### config.mk
export PLATFORM = sky130hd
export DESIGN_NAME = branch_predict_mux
export DESIGN_NICKNAME = d
export VERILOG_FILES = /design/src/rtl/branch_predict_mux.sv
export SDC_FILE = /design/constraint.sdc
export NUM_CORES = 1
export LEC_CHECK = 0
export CAP_MARGIN = 20
export CORE_AREA = 2 2 158 160
export DETAILED_ROUTE_END_ITERATION = 10
export DIE_AREA = 0 0 160 162
export PLACE_DENSITY = 0.77
export SYNTH_ARGS = -nofsm -noshare
export SYNTH_HDL_FRONTEND = slang
export SYNTH_SLANG_ARGS = --single-unit
### constraint.sdc
create_clock -name clk -period 9.8 [get_ports clk]
set_input_delay 2.45 -clock clk [delete_from_list [all_inputs] [get_ports clk]]
set_output_delay 2.45 -clock clk [all_outputs]
set_load 0.05 [all_outputs]
### src/rtl/branch_predict_mux.sv
// ID-stage operand/index mux and redirect logic with a BHT-based dynamic
// branch predictor and wrap-around branch/mispredict statistics.
module branch_predict_mux #(
  parameter int          ISA_WIDTH           = 32,
  parameter int          ADDRESS_WIDTH       = 26,
  parameter int          SHIFT_AMOUNT_WIDTH  = 5,
  parameter int          REG_FILE_ADDR_WIDTH = 5,
  parameter int          BHT_INDEX_WIDTH     = 6,
  parameter logic [1:0]  BHT_INIT            = 2'b01,
  parameter int          JAL_REG_IDX         = 31,
  parameter int          STAT_WIDTH          = 16
) (
  input  logic                           clk,
  input  logic                           rst,
  input  logic [ISA_WIDTH-1:0]           if_pc,
  output logic                           if_predict_taken,
  input  logic                           id_predicted_taken,
  input  logic                           id_stall,
  input  logic                           id_no_op,
  input  logic                           i_type_instruction,
  input  logic                           r_type_instruction,
  input  logic                           j_instruction,
  input  logic                           jr_instruction,
  input  logic                           jal_instruction,
  input  logic                           branch_instruction,
  input  logic                           shift_instruction,
  input  logic                           condition_satisfied,
  input  logic [ISA_WIDTH-1:0]           id_pc,
  input  logic [ISA_WIDTH-1:0]           id_instruction,
  input  logic [ISA_WIDTH-1:0]           id_reg_1,
  input  logic [ISA_WIDTH-1:0]           id_reg_2,
  input  logic [ISA_WIDTH-1:0]           id_sign_extend_result,
  input  logic [SHIFT_AMOUNT_WIDTH-1:0]  shift_amount,
  input  logic [REG_FILE_ADDR_WIDTH-1:0] id_reg_1_idx,
  input  logic [REG_FILE_ADDR_WIDTH-1:0] id_reg_2_idx,
  input  logic [REG_FILE_ADDR_WIDTH-1:0] id_reg_dest_idx,
  output logic                           pc_offset,
  output logic                           pc_restore,
  output logic [ISA_WIDTH-1:0]           pc_restore_value,
  output logic                           pc_overload,
  output logic [ISA_WIDTH-1:0]           pc_overload_value,
  output logic [ISA_WIDTH-1:0]           mux_operand_1,
  output logic [ISA_WIDTH-1:0]           mux_operand_2,
  output logic [REG_FILE_ADDR_WIDTH-1:0] mux_reg_1_idx,
  output logic [REG_FILE_ADDR_WIDTH-1:0] mux_reg_2_idx,
  output logic [REG_FILE_ADDR_WIDTH-1:0] mux_reg_dest_idx,
  output logic [STAT_WIDTH-1:0]          branch_count,
  output logic [STAT_WIDTH-1:0]          mispredict_count
);

  localparam int unsigned BHT_SIZE = 2 ** BHT_INDEX_WIDTH;
  localparam logic [ISA_WIDTH-1:0] INSTR_BYTES = ISA_WIDTH'(ISA_WIDTH / 8);

  logic [1:0]                 bht [BHT_SIZE];
  logic [BHT_INDEX_WIDTH-1:0] lookup_idx;
  logic [BHT_INDEX_WIDTH-1:0] update_idx;
  logic [1:0]                 cur_ctr;
  logic [1:0]                 next_ctr;
  logic                       train;
  logic                       unused_bits;

  assign lookup_idx = if_pc[BHT_INDEX_WIDTH+1:2];
  assign update_idx = id_pc[BHT_INDEX_WIDTH+1:2];
  assign train      = ~id_no_op & branch_instruction & ~id_stall;
  assign unused_bits = ^{if_pc[1:0], if_pc[ISA_WIDTH-1:BHT_INDEX_WIDTH+2],
                         id_instruction[ISA_WIDTH-1:ADDRESS_WIDTH]};

  // Combinational lookup; reads the pre-update counter on a same-index train
  always_comb begin
    if_predict_taken = 1'b0;
    if (!rst) if_predict_taken = bht[lookup_idx][1];
  end

  // Saturating 2-bit counter update for the resolving branch
  always_comb begin
    cur_ctr  = bht[update_idx];
    next_ctr = cur_ctr;
    if (condition_satisfied) begin
      if (cur_ctr != 2'b11) next_ctr = cur_ctr + 2'b01;
    end else begin
      if (cur_ctr != 2'b00) next_ctr = cur_ctr - 2'b01;
    end
  end

  // BHT storage: reset every entry to the init value, train on resolution
  always_ff @(posedge clk or posedge rst) begin
    if (rst) begin
      for (int unsigned i = 0; i < BHT_SIZE; i++) bht[i] <= BHT_INIT;
    end else if (train) begin
      bht[update_idx] <= next_ctr;
    end
  end

  // Redirect generation; only mispredicted branches and jumps redirect
  always_comb begin
    pc_offset   = 1'b0;
    pc_restore  = 1'b0;
    pc_overload = 1'b0;
    if (!id_no_op) begin
      pc_offset   = branch_instruction & condition_satisfied & ~id_predicted_taken;
      pc_restore  = branch_instruction & ~condition_satisfied & id_predicted_taken;
      pc_overload = j_instruction | jal_instruction | jr_instruction;
    end
  end

  assign pc_restore_value = id_pc + INSTR_BYTES;

  // Jump target: register for jr, pseudo-direct region address for j/jal
  always_comb begin
    pc_overload_value = {id_pc[ISA_WIDTH-1:ADDRESS_WIDTH+2],
                         id_instruction[ADDRESS_WIDTH-1:0], 2'b00};
    if (jr_instruction) pc_overload_value = id_reg_1;
  end

  // ALU operand selection
  always_comb begin
    mux_operand_1 = id_reg_1;
    if (jal_instruction)
      mux_operand_1 = id_pc;
    else if (shift_instruction)
      mux_operand_1 = {{(ISA_WIDTH-SHIFT_AMOUNT_WIDTH){1'b0}}, shift_amount};
    mux_operand_2 = id_reg_2;
    if (i_type_instruction)
      mux_operand_2 = id_sign_extend_result;
    else if (jal_instruction)
      mux_operand_2 = INSTR_BYTES;
  end

  // Register index selection for forwarding and writeback
  always_comb begin
    mux_reg_1_idx = id_reg_1_idx;
    if (j_instruction | jal_instruction | shift_instruction) mux_reg_1_idx = '0;
    mux_reg_2_idx = '0;
    if (r_type_instruction | branch_instruction) mux_reg_2_idx = id_reg_2_idx;
    if (i_type_instruction)
      mux_reg_dest_idx = id_reg_2_idx;
    else if (branch_instruction | jr_instruction)
      mux_reg_dest_idx = '0;
    else if (jal_instruction)
      mux_reg_dest_idx = REG_FILE_ADDR_WIDTH'(JAL_REG_IDX);
    else
      mux_reg_dest_idx = id_reg_dest_idx;
  end

  // Wrap-around statistics, frozen with the BHT during stalls
  always_ff @(posedge clk or posedge rst) begin
    if (rst) begin
      branch_count     <= '0;
      mispredict_count <= '0;
    end else if (train) begin
      branch_count <= branch_count + 1'b1;
      if (pc_offset | pc_restore) mispredict_count <= mispredict_count + 1'b1;
    end
  end

endmodule

==> run summary, run 1 <==
Status -> finished clean
Die Y -> 162 um
Pin count of the biggest net entering global routing -> 102
DPL Wire Length -> 31500 um
Clk buf depth -> 2
Area growth syn-to-layout -> 45.4%
GRT overflow -> 0
Fin area -> 0.0144 sq mm
Die width -> 160 um
Number of flops mapped to enable cells by yosys -> 0
CTS H-tree depth -> 4
Metal1 wirelength -> 16200 um
Synth warnings -> 0
Met3 wire len -> 4180 um
Most common cell after layout, fill and taps aside -> clkdlybuf4s50_1
FILL cells -> 2026
Antenna violations before repair -> 8
Drt via density -> 5.66
Power Density -> 142 mW/mm^2
Starting density of the core -> 41.2%
Yosys reg bits -> 160
Root Buffer -> clkbuf_16
DR vias -> 9733
DR pass1 iterations -> 5
1st-iter DRT viols -> 964
Clock slew at reported path FFs -> 70 ps
Commonest cells after routing, fill and taps aside -> clkdlybuf4s50_1, nand2_1, dfrtp_1, o21ai_0, dfstp_2
Layout Nets -> 1607
Cell Rows -> 57
Mapped Nets -> 1265
Hold Path Sink -> bht[54]$_DFFE_PP1P_
Per-cell routed wire length -> 24.2 um
First-pass GRT wire length -> 60800 um
Mapped Area -> 0.00993 sq mm
Asr flop ratio synth -> 100%
Io pins -> 404
Cells after Synth -> 1037
Max_slew headroom -> 24.0%
Unrepaired setup endpoints after global routing -> false
Fmax -> 120 MHz
Peak VDD IR -> 113 uV
Clock latency on the worst-skew pair -> 430 ps
Residual DRC count -> 0
Share of layout cells above drive strength 1 -> 18.4%
Path depth of the worst reg2reg path -> 7
Worst-path maximum fanout -> 16
Hold path cells -> 2
Period utilisation layout -> 85.2%
Global placer's final weighted congestion -> 0.935
Port bufs -> 371
CTS Sinks -> 160
Setup Fix Bufs, Post-CTS -> 0
Post-Route WL -> 41600 um
Post-DRT Antenna Nets -> 0
Hold-fix buffers, CTS -> 0
Max-Cap Viols -> 0
Final setup fails -> 0
Final Slew Violations -> 0
Uppermost routed layer -> met5
Required @ worst endpoint -> 7350 ps
Area post-placement -> 0.0138 sq mm
Hold WC Path Type -> register to register
Final Hold Fails -> 0
WS Path Type -> primary input to primary output
Routed length on met2 -> 19600 um
Place WS -> 1540 ps
Post-CTS Resized -> 0
R2R Setup Slk -> 6610 ps
Final setup margin -> 1450 ps
Top FF cell, synth -> dfrtp_1
Register area share after synthesis -> 41.1%
CTS tree -> done
Vias in the first global route -> 9420
Beginning of the worst hold path -> bht[54]$_DFFE_PP1P_
Worst-margin pin slew -> 1140 ps
Crit. End Element -> primary output
CTS Buf Count -> 17
Worst r2r dst -> bht[110]$_DFFE_PP1P_
Total core area -> 0.0241 sq mm
All-layer global routing usage -> 31.5%
Setup TNS -> 0 ps
Leak pwr -> 5.59 nW
Die Area -> 0.0259 sq mm
CP Launch Type -> primary input
Crit path arrival time -> 5900 ps
Layout Skew -> 12.4 ps
R2R Path Start -> bht[41]$_DFFE_PP0P_
Count of different cell masters after synthesis -> 53
Final Critical Period -> 8350 ps
Synth Area per Inst -> 9.58 sq um
==> cells by family (layout without fill, tap and decap cells) <==
kind of cell               after synthesis  in the layout  synth area share (%)
AOI/OAI and AO/OA                      245            245                  17.4
xor gates and xnor gates                58             58                  5.11
adders and majority gates                5              5                 0.655
buffers and inverters                   70            425                  3.64
DFF                                    160            160                  41.1
muxes                                   98             98                  14.5
other                                    0              4                     0
and+or+nand+nor                        401            401                  17.6
==> how the worst max path moves through the flow <==
stage / start / to / cells after the start
4_1_cts: if_pc[3] / if_predict_taken / 6
3_5_place_dp: if_pc[3] / if_predict_taken / 6
2_1_floorplan: rst / if_predict_taken / 2
6_report: if_pc[3] / if_predict_taken / 6
5_1_grt: id_pc[3] / pc_restore_value[28] / 10
3_3_place_gp: if_pc[3] / if_predict_taken / 6
==> where the power goes <==
| group | switching, mW | internal (mW) |
|---|---|---|
| clock network | 0.308 | 0.364 |
| registers | 0.0342 | 0.704 |
| logic | 0.399 | 0.238 |
==> critical path: stages <==
cell             delay [ps]
clkdlybuf4s50_1        1090
mux4_2                  420
mux4_2                  540
mux4_2                  490
and2_1                  190
clkdlybuf4s50_1         710
==> sequential cells by signal, indices dropped and copies added (netlist names) <==
| signal | cells |
|---|---|
| mispredict_count | 16 |
| branch_count | 16 |
| bht | 128 |
==> final cells by class <==
cell class	instances	area (sq um)	share of cell area [%]
multi-input combinational	807	5500	38.1
sequential	160	4080	28.3
timing repair buffer	385	3810	26.4
clock buffer	18	429	2.97
tap	324	405	2.81
clock inverter	14	168	1.16
inverter	8	35.0	0.243
antenna	4	10.0	0.0693
==> cell usage after synthesis, types with 12 or more instances <==
cell	count	area (sq um)
nand4_1	16	100
mux2_2	46	518
dfstp_2	64	1680
nand3_1	22	110
a22o_1	50	438
xor2_1	19	166
and3_1	14	87.6
buf_2	14	70.1
o21ai_1	14	70.1
dfrtp_1	96	2400
nor2_1	38	143
o21ai_0	91	455
mux4_2	32	721
mux2i_1	19	190
xnor2_1	39	342
clkbuf_1	26	97.6
nand2b_1	12	75.1
nor3_1	13	65.1
nand2_1	257	965
o21ai_2	52	455
==> per-stage QoR <==
stage / utilization [%] / hold slack, ps / std cells / total power [mW]
5_1_grt: 59.9 / 481 / 1719 / 2.11
4_1_cts: 59.9 / 467 / 1716 / 2.05
2_1_floorplan: - / 441 / 1037 / 1.12
6_report: 59.9 / 463 / 1720 / 2.05
3_5_place_dp: 57.4 / 456 / 1684 / 1.38
3_3_place_gp: 57.3 / 450 / 1683 / 1.37
==> metal layers <==
metal | vias to the layer above | global-route usage (%)
met3 | 97 | 10.7
met1 | 4734 | 39.5
met4 | 8 | 11.8
li1 | 4411 | -
met2 | 483 | 50.8
met5 | - | 0
No activity file was read; power rests on OpenSTA's default activity.
==> inputs of run 2 (changes only) <==
==> constraint.sdc (replaced) <==
create_clock -name clk -period 7.85 [get_ports clk]
set_input_delay 1.9625 -clock clk [delete_from_list [all_inputs] [get_ports clk]]
set_output_delay 1.9625 -clock clk [all_outputs]
set_load 0.05 [all_outputs]
==> run summary, run 2 (synthesized netlist as in run 1, its figures left out) <==
Status -> finished clean
CP delay by family, top -> multiplexers
Antenna violations before repair -> 2
Reg with most FFs -> bht
Global placer's final weighted congestion -> 0.949
Crit path max-delay cell type -> clkdlybuf4s50_1
CTS tree -> done
Final Critical Period -> 7180 ps
CP Launch Type -> primary input
CTS Sinks -> 160
CTS H-tree depth -> 4
Required @ worst endpoint -> 5890 ps
Final setup fails -> 0
First-pass GRT wire length -> 61100 um
WS Path Type -> primary input to primary output
Hold-fix buffers, CTS -> 0
Worst-path maximum fanout -> 16
Drt via density -> 5.64
Fmax -> 139 MHz
DPL Wire Length -> 31000 um
Worst hold slack -> 465 ps
Clk buf depth -> 2
Total core area -> 0.0241 sq mm
Max-Cap Viols -> 0
Cell Rows -> 57
Final Hold Fails -> 0
Pin count of the biggest net entering global routing -> 161
Clock latency on the worst-skew pair -> 440 ps
Most used cell, CP -> mux4_2
Die Y -> 162 um
Share of layout cells above drive strength 1 -> 18.5%
Die width -> 160 um
Buf/Inv on CP -> 3
Starting density of the core -> 41.2%
Period utilisation layout -> 91.5%
Setup TNS -> 0 ps
Power Density -> 180 mW/mm^2
DR vias -> 9682
Uppermost routed layer -> met5
Root Buffer -> clkbuf_16
Path depth of the worst reg2reg path -> 7
1st-iter DRT viols -> 915
Vias in the first global route -> 9478
DR pass1 iterations -> 7
Largest stage delay on the critical path -> 690 ps
Peak VDD IR -> 171 uV
CTS Buf Count -> 17
Crit path cell chain -> clkdlybuf4s50_1, buf_4, mux4_2, mux4_2, mux4_2, and2_1, clkdlybuf4s50_1
Max FFs per register -> 128
Setup Fix Bufs, Post-CTS -> 0
Metal1 wirelength -> 17000 um
Layout Nets -> 1608
Leak pwr -> 5.61 nW
GRT overflow -> 0
Regs by FF count -> bht (128), branch_count (16), mispredict_count (16)
Most common cell after layout, fill and taps aside -> clkdlybuf4s50_1
Routed length on met2 -> 19300 um
Crit path arrival time -> 5220 ps
Io pins -> 404
Commonest cells after routing, fill and taps aside -> clkdlybuf4s50_1, nand2_1, dfrtp_1, o21ai_0, dfstp_2
Final setup margin -> 668 ps
Hold path cells -> 2
Unrepaired setup endpoints after global routing -> false
Post-DRT Antenna Nets -> 0
Max_slew headroom -> 25.4%
Die Area -> 0.0259 sq mm
Clock slew at reported path FFs -> 60 ps
Residual DRC count -> 0
Final Slew Violations -> 0
Crit. End Element -> primary output
Met3 wire len -> 3870 um
Place WS -> 702 ps
Crit path depth -> 7
Layout Skew -> 16.3 ps
Per-cell routed wire length -> 24.0 um
Hold WC Path Type -> register to register
Post-CTS Resized -> 0
Port bufs -> 371
Area growth syn-to-layout -> 45.7%
Post-Route WL -> 41200 um
All-layer global routing usage -> 31.2%
Worst-margin pin slew -> 1120 ps
-- run 2: where the power goes --
part	internal (mW)	leakage (nW)	total, mW	switching (mW)
clock network	0.513	0.300	0.892	0.379
logic	0.297	3.34	0.795	0.497
registers	0.879	1.98	0.921	0.0424
total	1.69	5.61	2.61	0.919
-- run 2: cell type report --
| class | instances | area (sq um) |
|---|---|---|
| Antenna cell | 1 | 2.50 |
| Clock inverter | 14 | 195 |
| Inverter | 8 | 33.8 |
| Timing Repair Buffer | 386 | 3810 |
| Sequential cell | 160 | 4080 |
| Fill cell | 2035 | 9640 |
| Tap cell | 324 | 405 |
| Multi-Input combinational cell | 807 | 5500 |
| Clock buffer | 18 | 429 |
-- run 2: worst paths after layout --
path	startpoint	to	slack, ps
min in group asynchronous	rst	bht[37]$_DFFE_PP0P_	2150
setup / recovery	if_pc[2]	if_predict_taken	670
hold reg to reg	bht[104]$_DFFE_PP1P_	bht[104]$_DFFE_PP1P_	460
setup reg to reg	bht[33]$_DFFE_PP0P_	bht[110]$_DFFE_PP1P_	4650
max in group asynchronous	rst	mispredict_count[12]$_DFFE_PP0P_	5030
hold / removal	bht[104]$_DFFE_PP1P_	bht[104]$_DFFE_PP1P_	460
-- run 2: tightest hold or removal path: stages (launching register included) --
cell,delay (ps)
dfstp_2,360
nand2_1,40
o21ai_1,60
-- run 2: routing by layer --
metal / global-route usage, % / vias up
met5: 0 / -
met4: 7.86 / 2
met3: 8.25 / 72
met2: 50.6 / 497
met1: 41.9 / 4697
li1: - / 4414
-- run 2: metrics by stage --
stage | instances | total power, mW | utilization [%] | instance area (sq um)
after floorplan | 1037 | 1.39 | - | 9940
after global placement | 1685 | 1.72 | 57.4 | 13800
after detailed placement | 1685 | 1.72 | 57.4 | 13800
after CTS | 1717 | 2.61 | 60.0 | 14500
after global routing | 1717 | 2.68 | 60.0 | 14500
final | 1718 | 2.61 | 60.0 | 14500
==> inputs of run 3 (changes only) <==
--- a/config.mk
+++ b/config.mk
@@ -7,9 +7,11 @@
 export LEC_CHECK = 0
 export CAP_MARGIN = 20
 export CORE_AREA = 2 2 158 160
+export CTS_CLUSTER_SIZE = 28
 export DETAILED_ROUTE_END_ITERATION = 10
 export DIE_AREA = 0 0 160 162
 export PLACE_DENSITY = 0.77
+export SETUP_SLACK_MARGIN = 0.4
 export SYNTH_ARGS = -nofsm -noshare
 export SYNTH_HDL_FRONTEND = slang
 export SYNTH_SLANG_ARGS = --single-unit
==> results of run 3 <==
No change in the layout: final DEF, timing and power equal those of run 2.
